`src/rtl/pll_lock_sequencer_if.sv`:
```
// Signal bundle between the PLL lock sequencer and its surroundings.
// The master side drives the PLL lock input and the retry request; the
// slave side (the sequencer) drives the PLL reset, system reset and status.
interface pll_lock_sequencer_if;
  logic       LOCK;
  logic       RETRY_REQ;
  logic       PLL_RESETB;
  logic       SYS_RST;
  logic       READY;
  logic       FAULT;
  logic [1:0] RETRY_CNT;
  logic [7:0] LOSS_CNT;

  modport master (
    output LOCK, RETRY_REQ,
    input  PLL_RESETB, SYS_RST, READY, FAULT, RETRY_CNT, LOSS_CNT
  );

  modport slave (
    input  LOCK, RETRY_REQ,
    output PLL_RESETB, SYS_RST, READY, FAULT, RETRY_CNT, LOSS_CNT
  );
endinterface

```
`src/rtl/pll_lock_sequencer.sv`:
```
// PLL reset/lock sequencer running on the 12 MHz reference clock.
// Pulses the PLL's active-low reset, waits for a stable synchronised LOCK,
// then releases the system reset. Handles lock timeout with bounded retry,
// lock glitches during qualification and lock loss while running.
// All outputs are registered; the 48 MHz domain must re-synchronise SYS_RST.
module pll_lock_sequencer #(
  parameter int RST_CYCLES   = 16,
  parameter int LOCK_STABLE  = 1024,
  parameter int LOCK_TIMEOUT = 12000,
  parameter int MAX_RETRIES  = 3,
  parameter int CNT_W        = 16
) (
  input  logic                 CLK,
  input  logic                 RESET,
  pll_lock_sequencer_if.slave  bus
);

  localparam logic [2:0] ST_HOLD      = 3'd0;
  localparam logic [2:0] ST_WAIT_LOCK = 3'd1;
  localparam logic [2:0] ST_STABLE    = 3'd2;
  localparam logic [2:0] ST_RUN       = 3'd3;
  localparam logic [2:0] ST_FAIL      = 3'd4;

  localparam logic [CNT_W-1:0] RST_LAST     = CNT_W'(RST_CYCLES - 1);
  localparam logic [CNT_W-1:0] STABLE_LAST  = CNT_W'(LOCK_STABLE - 1);
  localparam logic [CNT_W-1:0] TIMEOUT_LAST = CNT_W'(LOCK_TIMEOUT - 1);
  localparam logic [1:0]       RETRY_LIMIT  = 2'(MAX_RETRIES);

  logic [1:0]       sync_q;
  logic             lock_s;
  logic [2:0]       state_q, state_d;
  logic [CNT_W-1:0] cnt_q, cnt_d;
  logic [1:0]       retry_q, retry_d;
  logic [7:0]       loss_q, loss_d;
  logic             pll_resetb_q, pll_resetb_d;
  logic             sys_rst_q, sys_rst_d;
  logic             ready_q, ready_d;
  logic             fault_q, fault_d;

  assign lock_s = sync_q[1];

  // Two-flop synchroniser for the PLL LOCK output, which is asynchronous to CLK.
  always_ff @(posedge CLK or posedge RESET) begin
    if (RESET) sync_q <= 2'b00;
    else       sync_q <= {sync_q[0], bus.LOCK};
  end

  // Next-state, counter, retry/loss bookkeeping and registered output decode.
  always_comb begin
    // NOTE: every variable gets a default before the case so no path leaves
    // it unassigned (which would infer a latch); combinational blocks use
    // blocking '=', the flop blocks below use non-blocking '<='.
    state_d = state_q;
    retry_d = retry_q;
    loss_d  = loss_q;

    case (state_q)
      ST_HOLD: begin
        if (cnt_q == RST_LAST) state_d = ST_WAIT_LOCK;
      end
      ST_WAIT_LOCK: begin
        // A lock arriving on the timeout cycle still wins.
        if (lock_s) begin
          state_d = ST_STABLE;
        end else if (cnt_q == TIMEOUT_LAST) begin
          if (retry_q == RETRY_LIMIT) begin
            state_d = ST_FAIL;
          end else begin
            state_d = ST_HOLD;
            retry_d = retry_q + 2'd1;
          end
        end
      end
      ST_STABLE: begin
        // Any dropout restarts qualification with a fresh timeout window.
        if (!lock_s) begin
          state_d = ST_WAIT_LOCK;
        end else if (cnt_q == STABLE_LAST) begin
          state_d = ST_RUN;
          retry_d = 2'd0;
        end
      end
      ST_RUN: begin
        if (!lock_s) begin
          state_d = ST_HOLD;
          if (loss_q != 8'hFF) loss_d = loss_q + 8'd1;
        end
      end
      ST_FAIL: begin
        if (bus.RETRY_REQ) begin
          state_d = ST_HOLD;
          retry_d = 2'd0;
        end
      end
      default: state_d = ST_HOLD;
    endcase

    // Shared cycle counter: restarts on every state change, idle in RUN/FAIL.
    if (state_d != state_q || state_q == ST_RUN || state_q == ST_FAIL)
      cnt_d = '0;
    else
      cnt_d = cnt_q + 1'b1;

    // Outputs are decoded from the next state so they change on the same
    // edge as the state itself.
    pll_resetb_d = (state_d == ST_WAIT_LOCK) || (state_d == ST_STABLE) ||
                   (state_d == ST_RUN);
    sys_rst_d    = (state_d != ST_RUN);
    ready_d      = (state_d == ST_RUN);
    fault_d      = (state_d == ST_FAIL);
  end

  // State, counters and registered outputs; RESET forces the safe values at once.
  always_ff @(posedge CLK or posedge RESET) begin
    if (RESET) begin
      state_q      <= ST_HOLD;
      cnt_q        <= '0;
      retry_q      <= 2'd0;
      loss_q       <= 8'd0;
      pll_resetb_q <= 1'b0;
      sys_rst_q    <= 1'b1;
      ready_q      <= 1'b0;
      fault_q      <= 1'b0;
    end else begin
      state_q      <= state_d;
      cnt_q        <= cnt_d;
      retry_q      <= retry_d;
      loss_q       <= loss_d;
      pll_resetb_q <= pll_resetb_d;
      sys_rst_q    <= sys_rst_d;
      ready_q      <= ready_d;
      fault_q      <= fault_d;
    end
  end

  assign bus.PLL_RESETB = pll_resetb_q;
  assign bus.SYS_RST    = sys_rst_q;
  assign bus.READY      = ready_q;
  assign bus.FAULT      = fault_q;
  assign bus.RETRY_CNT  = retry_q;
  assign bus.LOSS_CNT   = loss_q;

endmodule

```
`src/flat_wrapper.sv`:
```
// flat-port wrapper written by rule: the top's interface ports become plain ports
module pll_lock_sequencer_flat 
#(
  parameter int RST_CYCLES   = 16,
  parameter int LOCK_STABLE  = 1024,
  parameter int LOCK_TIMEOUT = 12000,
  parameter int MAX_RETRIES  = 3,
  parameter int CNT_W        = 16
)
  (CLK, RESET, bus_LOCK, bus_RETRY_REQ, bus_PLL_RESETB, bus_SYS_RST, bus_READY, bus_FAULT, bus_RETRY_CNT, bus_LOSS_CNT);
  pll_lock_sequencer_if bus_i ();
  input  logic CLK;
  input  logic RESET;
  input wire logic [$bits(bus_i.LOCK)-1:0] bus_LOCK;
  input wire logic [$bits(bus_i.RETRY_REQ)-1:0] bus_RETRY_REQ;
  output wire logic [$bits(bus_i.PLL_RESETB)-1:0] bus_PLL_RESETB;
  output wire logic [$bits(bus_i.SYS_RST)-1:0] bus_SYS_RST;
  output wire logic [$bits(bus_i.READY)-1:0] bus_READY;
  output wire logic [$bits(bus_i.FAULT)-1:0] bus_FAULT;
  output wire logic [$bits(bus_i.RETRY_CNT)-1:0] bus_RETRY_CNT;
  output wire logic [$bits(bus_i.LOSS_CNT)-1:0] bus_LOSS_CNT;
  assign bus_i.LOCK = bus_LOCK;
  assign bus_i.RETRY_REQ = bus_RETRY_REQ;
  assign bus_PLL_RESETB = bus_i.PLL_RESETB;
  assign bus_SYS_RST = bus_i.SYS_RST;
  assign bus_READY = bus_i.READY;
  assign bus_FAULT = bus_i.FAULT;
  assign bus_RETRY_CNT = bus_i.RETRY_CNT;
  assign bus_LOSS_CNT = bus_i.LOSS_CNT;
  pll_lock_sequencer #(.RST_CYCLES(RST_CYCLES), .LOCK_STABLE(LOCK_STABLE), .LOCK_TIMEOUT(LOCK_TIMEOUT), .MAX_RETRIES(MAX_RETRIES), .CNT_W(CNT_W)) u_core (.CLK(CLK), .RESET(RESET), .bus(bus_i));
endmodule
```
`config.mk`:
```
export PLATFORM = sky130hd
export DESIGN_NAME = pll_lock_sequencer_flat
export DESIGN_NICKNAME = d
export VERILOG_FILES = /design/src/rtl/pll_lock_sequencer_if.sv /design/src/rtl/pll_lock_sequencer.sv /design/src/flat_wrapper.sv
export SDC_FILE = /design/constraint.sdc
export NUM_CORES = 1
export LEC_CHECK = 0
export BUFFER_PORTS_ARGS = -buffer_cell sky130_fd_sc_hd__buf_2
export CAP_MARGIN = 20
export CORE_UTILIZATION = 54
export CTS_BUF_LIST = sky130_fd_sc_hd__clkbuf_2 sky130_fd_sc_hd__clkbuf_4 sky130_fd_sc_hd__clkbuf_8
export DETAILED_ROUTE_END_ITERATION = 8
export PLACE_DENSITY = 0.75
export SYNTH_ARGS = -nofsm -noshare
export SYNTH_HDL_FRONTEND = slang
export SYNTH_SLANG_ARGS = --single-unit
```
`constraint.sdc`:
```
create_clock -name CLK -period 1.8 [get_ports CLK]
set_input_delay 0.27 -clock CLK [delete_from_list [all_inputs] [get_ports CLK]]
set_output_delay 0.27 -clock CLK [all_outputs]
set_load 0.005 [all_outputs]
```
# Word-level counts from Yosys, hierarchy flattened

Cells that the tools add are included.

Register bits after elaboration: 35
Latch bits: 0
Bits in writable memories: 0
Bits in read-only memories: 0
Bits of input ports: 4
Logic and storage cells: 59
Memories kept: 0

Add/sub/neg operators: 3
Multipliers: 0
Div/mod/pow operators: 0
Order comparisons: 0
Equal/unequal tests: 21
Shift operators: 0
Mux-type cells: 17
Bitwise gates (word level): 1
Reduce and logical (&&, ||, !) cells: 8

Operator list:

| operator                                                                | number |
|---|---|
| 3-bit 2-to-1 mux                                                        | 8 |
| 16-bit by 1-bit adder with 16-bit output, second input constant         | 1 |
| 16-bit by 10-bit equality test with 1-bit output, second input constant | 1 |
| 16-bit by 14-bit equality test with 1-bit output, second input constant | 1 |
| 16-bit by 4-bit equality test with 1-bit output, second input constant  | 1 |
| 16-bit 2-to-1 mux                                                       | 1 |
| 3-bit one-hot mux with 5 select lines                                   | 1 |
| 3-bit by 2-bit equality test with 1-bit output, second input constant   | 4 |
| 2-bit 2-to-1 mux                                                        | 6 |
| 8-bit by 1-bit adder with 8-bit output, second input constant           | 1 |
| 8-bit != test, second input constant                                    | 1 |
| 7-bit AND reduction                                                     | 1 |
| 3-bit by 1-bit equality test with 1-bit output, second input constant   | 2 |
| 3-bit equality test, second input constant                              | 2 |
| 2-bit by 1-bit != test with 1-bit output, second input constant         | 3 |
| 2-bit != test, second input constant                                    | 3 |
| 2-bit one-hot mux with 3 select lines                                   | 1 |
| 1-bit logical OR                                                        | 4 |
| 3-bit logical NOT                                                       | 1 |
| 3-bit by 2-bit != test with 1-bit output, second input constant         | 1 |
| 3-bit != test                                                           | 1 |
| 3-bit AND reduction                                                     | 1 |
| 3-bit nonzero test                                                      | 1 |
| 2-bit by 1-bit adder with 2-bit output, second input constant           | 1 |
| 2 further kinds                                                         | 2 |

# Logic depth before layout (Yosys ltp)

Word-level depth: 9
Depth in mapped cells: 7
Depth with buffers taken out: 6

# Worst setup path after synthesis

Ideal clock, no wire load.

Kind: flip-flop to flip-flop
Start point: register u_core.cnt_q[12]
End point: register u_core.cnt_q[14]
Arrival time: 1855 ps
Required time: 1681 ps
Setup slack: -174 ps
Cell stages (with the launch flop): 7
Period minus slack after synthesis: 1974 ps
Path through: dfrtp_1 -> or3_1 -> or3_4 -> o41ai_4 -> o41a_2 -> buf_6 -> nor2_1

Longest elaborated chain between the ends: 8

RTL lines:

| what                                                                                                                        | RTL line                                           | source |
|---|---|---|
| start: declaration                                                                                                          | pll_lock_sequencer.sv:32                           | `logic [CNT_W-1:0] cnt_q, cnt_d;` |
| start signal: assignment                                                                                                    | pll_lock_sequencer.sv:126                          | `cnt_q <= cnt_d;` |
| 16-bit by 10-bit equality test with 1-bit output / 16-bit by 14-bit equality test with 1-bit output (equally long branches) | pll_lock_sequencer.sv:78, pll_lock_sequencer.sv:65 |  |
| 3-bit 2-to-1 mux, on equally long branches                                                                                  | pll_lock_sequencer.sv:78, pll_lock_sequencer.sv:65 |  |
| 3-bit 2-to-1 mux, on equally long branches                                                                                  | pll_lock_sequencer.sv:76, pll_lock_sequencer.sv:63 |  |
| 3-bit one-hot mux with 5 select lines                                                                                       | pll_lock_sequencer.sv:57                           | `case (state_q)` |
| 3-bit != test                                                                                                               | pll_lock_sequencer.sv:99                           | `if (state_d != state_q \|\| state_q == ST_RUN \|\| state_q == ST_FAIL)` |
| 1-bit logical OR (2 in a row)                                                                                               | pll_lock_sequencer.sv:99                           |  |
| 16-bit 2-to-1 mux (*)                                                                                                       | pll_lock_sequencer.sv:99                           |  |
| net u_core.cnt_d[14]                                                                                                        | pll_lock_sequencer.sv:32                           |  |

The timed path passes the listed nets; every way through them passes the cells marked *.
A chain may end at the register's enable or synchronous reset.

# Final worst setup path

Start point: register u_core.cnt_q[15]
End point: register u_core.cnt_q[1]

Longest elaborated chain between the ends: 8

RTL lines:

| what                                                                                                                        | RTL line |
|---|---|
| 16-bit by 10-bit equality test with 1-bit output / 16-bit by 14-bit equality test with 1-bit output (equally long branches) | pll_lock_sequencer.sv:78, pll_lock_sequencer.sv:65 |
| 3-bit 2-to-1 mux, on equally long branches                                                                                  | pll_lock_sequencer.sv:78, pll_lock_sequencer.sv:65 |
| 3-bit 2-to-1 mux, on equally long branches                                                                                  | pll_lock_sequencer.sv:76, pll_lock_sequencer.sv:63 |
| 3-bit one-hot mux with 5 select lines (*)                                                                                   | pll_lock_sequencer.sv:57 |
| 3-bit != test (*)                                                                                                           | pll_lock_sequencer.sv:99 |
| 1-bit logical OR (*) (2 in a row)                                                                                           | pll_lock_sequencer.sv:99 |
| 16-bit 2-to-1 mux (*)                                                                                                       | pll_lock_sequencer.sv:99 |
| net u_core.cnt_d[1]                                                                                                         | pll_lock_sequencer.sv:32 |

Marked as above.

==> results.sh <==
export IMPL_drive_above_1_share=0.371
export IMPL_dr_pass1_iters=4
export IMPL_worst_r2r_path_depth=7
export IMPL_layout_nets=227
export IMPL_grt_overflow=0
export IMPL_antenna_found_initial=0
export IMPL_fillerInstances=183
export IMPL_grt_max_degree=36
export IMPL_synth_seq_cells=35
export IMPL_die_w_um=58.1
export IMPL_syn_area_um2=1700
export IMPL_p_int_mw=1.49
export IMPL_violations="negative setup slack"
export IMPL_hold_class="in -> async"
export IMPL_dp_slack_ns=-0.226
export IMPL_final_area_um2=2240
export IMPL_vias_per_cell=5.47
export IMPL_diodes=0
export IMPL_syn_inst=163
export IMPL_start_util=0.591
export IMPL_synth_nets=170
export IMPL_h_tree_depth=2
export IMPL_area_growth_pct=31.7
export IMPL_core_area_um2=2880
export IMPL_critPathLaunchType="flip-flop"
export IMPL_layout_common_cells="36 x buf_4, 33 x dfrtp_1, 23 x nor2_1, 17 x buf_2"
export IMPL_die_area_um2=3380
export IMPL_ctsHoldBuffers=0
export IMPL_wl_um=3910
export IMPL_ios=18
export IMPL_seq_power_share=0.462
export IMPL_pwr_share_clk=0.196
export IMPL_rows=19
export IMPL_io_buffers=17
export IMPL_leakage_nw=1.09
export IMPL_finalSetupViolations=22
export IMPL_pwr_share_comb=0.342
export IMPL_ys_seq_area_frac=0.516
export IMPL_critPathKind="reg -> reg"
export IMPL_grt_total_usage=0.236
export IMPL_finClkSkew_ns=0.00655
export IMPL_ys_types=35
export IMPL_synthArstFlopShare=1.00
export IMPL_grt_pass1_vias=1379
export IMPL_slew_viol_final=0
export IMPL_avgSynthCellArea_um2=10.4
export IMPL_dp_hpwl_um=2590
export IMPL_cts_sinks=35
export IMPL_postLayoutCoreUtil=0.779
export IMPL_worstMarginPinSlew_ns=0.432
export IMPL_synth_enable_flop_cells=0
export IMPL_final_common_cell="buf_4"
export IMPL_drc=0
export IMPL_fin_crit_sh=1.12
export IMPL_ant_nets=0
export IMPL_status="finished, violations left"
export IMPL_irDropWorstVdd_mv=0.690
export IMPL_rsz0062_at_grt="yes"
export IMPL_clockBufferDepth=2
export IMPL_clock_fmax_mhz=497
export IMPL_drt_iter0_markers=81
export IMPL_ys_flop_type="dfrtp_1"
export IMPL_grt_pass1_wl_um=6000
export IMPL_yosys_warnings=0
export IMPL_endpoint_kind="flip-flop"
export IMPL_placed_cell_area_um2=2050
export IMPL_cts_buffers=5
export IMPL_die_h_um=58.1
export IMPL_p_sw_mw=0.739
export IMPL_period_minus_slack_ns=2.01
export IMPL_cp_arrival_ns=2.23
export IMPL_wl_per_cell_um=14.9
export IMPL_hold_viol_final=0
export IMPL_p_sw_frac=0.332
export IMPL_max_cap_violations=0
export IMPL_fin_tns_setup_ns=-4.07
export IMPL_multiInputGateArea_um2=866
export IMPL_worstSkewPairLatency_ns=0.32
export IMPL_place_congestion=0.893
export IMPL_tritoncts="done"
export IMPL_seqCellArea_um2=878
export IMPL_setup_slack_ns=-0.213
export IMPL_required_ns=2.02
export IMPL_max_slew_margin_rel=0.712
export IMPL_power_density_nw_per_um2=993
export IMPL_routed_via_count=1438
export IMPL_path_max_fanout=7
export IMPL_clk_pin_slew_ns=0.11
export IMPL_cts_root_buf="clkbuf_4"
power by group through the flow:
stage | Combinational, mW | Clock, mW | Sequential [mW]
finish | 0.761 | 0.436 | 1.03
global route | 0.836 | 0.476 | 1.04
CTS | 0.691 | 0.444 | 1.02
detailed placement | 0.657 | 0 | 1.04
global placement | 0.625 | 0 | 1.03
floorplan | 0.443 | 0 | 1.01
critical path: stages, from the launching register on:
cell,delay (ns)
dfrtp_1,0.40
or3_4,0.39
or3_4,0.36
o211ai_1,0.21
buf_4,0.17
buf_4,0.12
o41a_4,0.20
nor2b_1,0.06
layer usage:
metal	global-route usage	routed length [µm]
met5	0	0
met1	0.303	1770
met4	0.0884	51
met2	0.388	1950
met3	0.0558	143
logic make-up (layout without fill, tap and decap cells):
logic type,Yosys count,after routing,share of synthesized area
buf+inv,10,67,0.0265
flops,35,35,0.516
simple gates,74,74,0.219
xor+xnor,22,22,0.113
compound gates,16,17,0.0831
fa+ha+maj,3,3,0.0221
mux,3,3,0.0199
registers in the layout, indices dropped and copies added, names as in the netlist:
register	flops
u_core.bus.READY	1
u_core.bus.RETRY_CNT	2
u_core.sync_q	2
u_core.bus.SYS_RST	1
u_core.bus.PLL_RESETB	1
u_core.cnt_q	16
u_core.bus.FAULT	1
u_core.state_q	3
u_core.bus.LOSS_CNT	8
layout make-up:
cell class / instances / share of cell area
Clock inverter: 1 / 0.00223
Timing Repair Buffer: 54 / 0.164
Multi-Input combinational cell: 119 / 0.387
Tap cell: 42 / 0.0235
Sequential cell: 35 / 0.392
Clock buffer: 7 / 0.0235
Inverter: 5 / 0.00838
per-stage QoR:
stage	power [mW]	hold WS, ns	instances
after floorplan	1.45	0.301	163
after global placement	1.65	0.338	245
after detailed placement	1.69	0.336	245
after CTS	2.16	0.0359	255
after global routing	2.35	0.0281	263
final	2.22	0.0226	263
repair_timing:
action,in CTS,in global routing
pin swaps,3,3
hold endpoints to repair,0,0
setup endpoints to repair,21,23
gates cloned,0,1
setup buffers,2,7
resized for setup,6,4
Yosys cell counts (2+ instances only):
master / instances / area [µm²]
nor2_1: 24 / 90.1
ha_1: 3 / 37.5
nand3_1: 5 / 25.0
nor3_1: 3 / 15.0
o211ai_1: 2 / 15.0
clkbuf_1: 4 / 15.0
or4_1: 2 / 15.0
xnor2_1: 13 / 114
dfrtp_1: 34 / 851
mux2_2: 3 / 33.8
nand4_1: 7 / 43.8
nor2b_1: 2 / 12.5
nor4_1: 3 / 18.8
nand2_1: 13 / 48.8
a21oi_1: 3 / 15.0
xor2_1: 9 / 78.8
o22ai_1: 2 / 12.5
inv_1: 5 / 18.8
and3_1: 7 / 43.8
nand2b_1: 3 / 18.8
or3_1: 2 / 12.5
worst paths after layout:
kind	start	to	slack, ns
max	u_core.cnt_q[15]	u_core.cnt_q[1]	-0.21
min	RESET	u_core.bus.LOSS_CNT[1]	0.02
max reg2reg	u_core.cnt_q[15]	u_core.cnt_q[1]	-0.21
min reg2reg	u_core.sync_q[0]	u_core.sync_q[1]	0.36
max in group asynchronous	RESET	u_core.bus.SYS_RST	1.45
min in group CLK	bus_LOCK	u_core.sync_q[0]	0.05
Power figures use the tool's default switching activity.
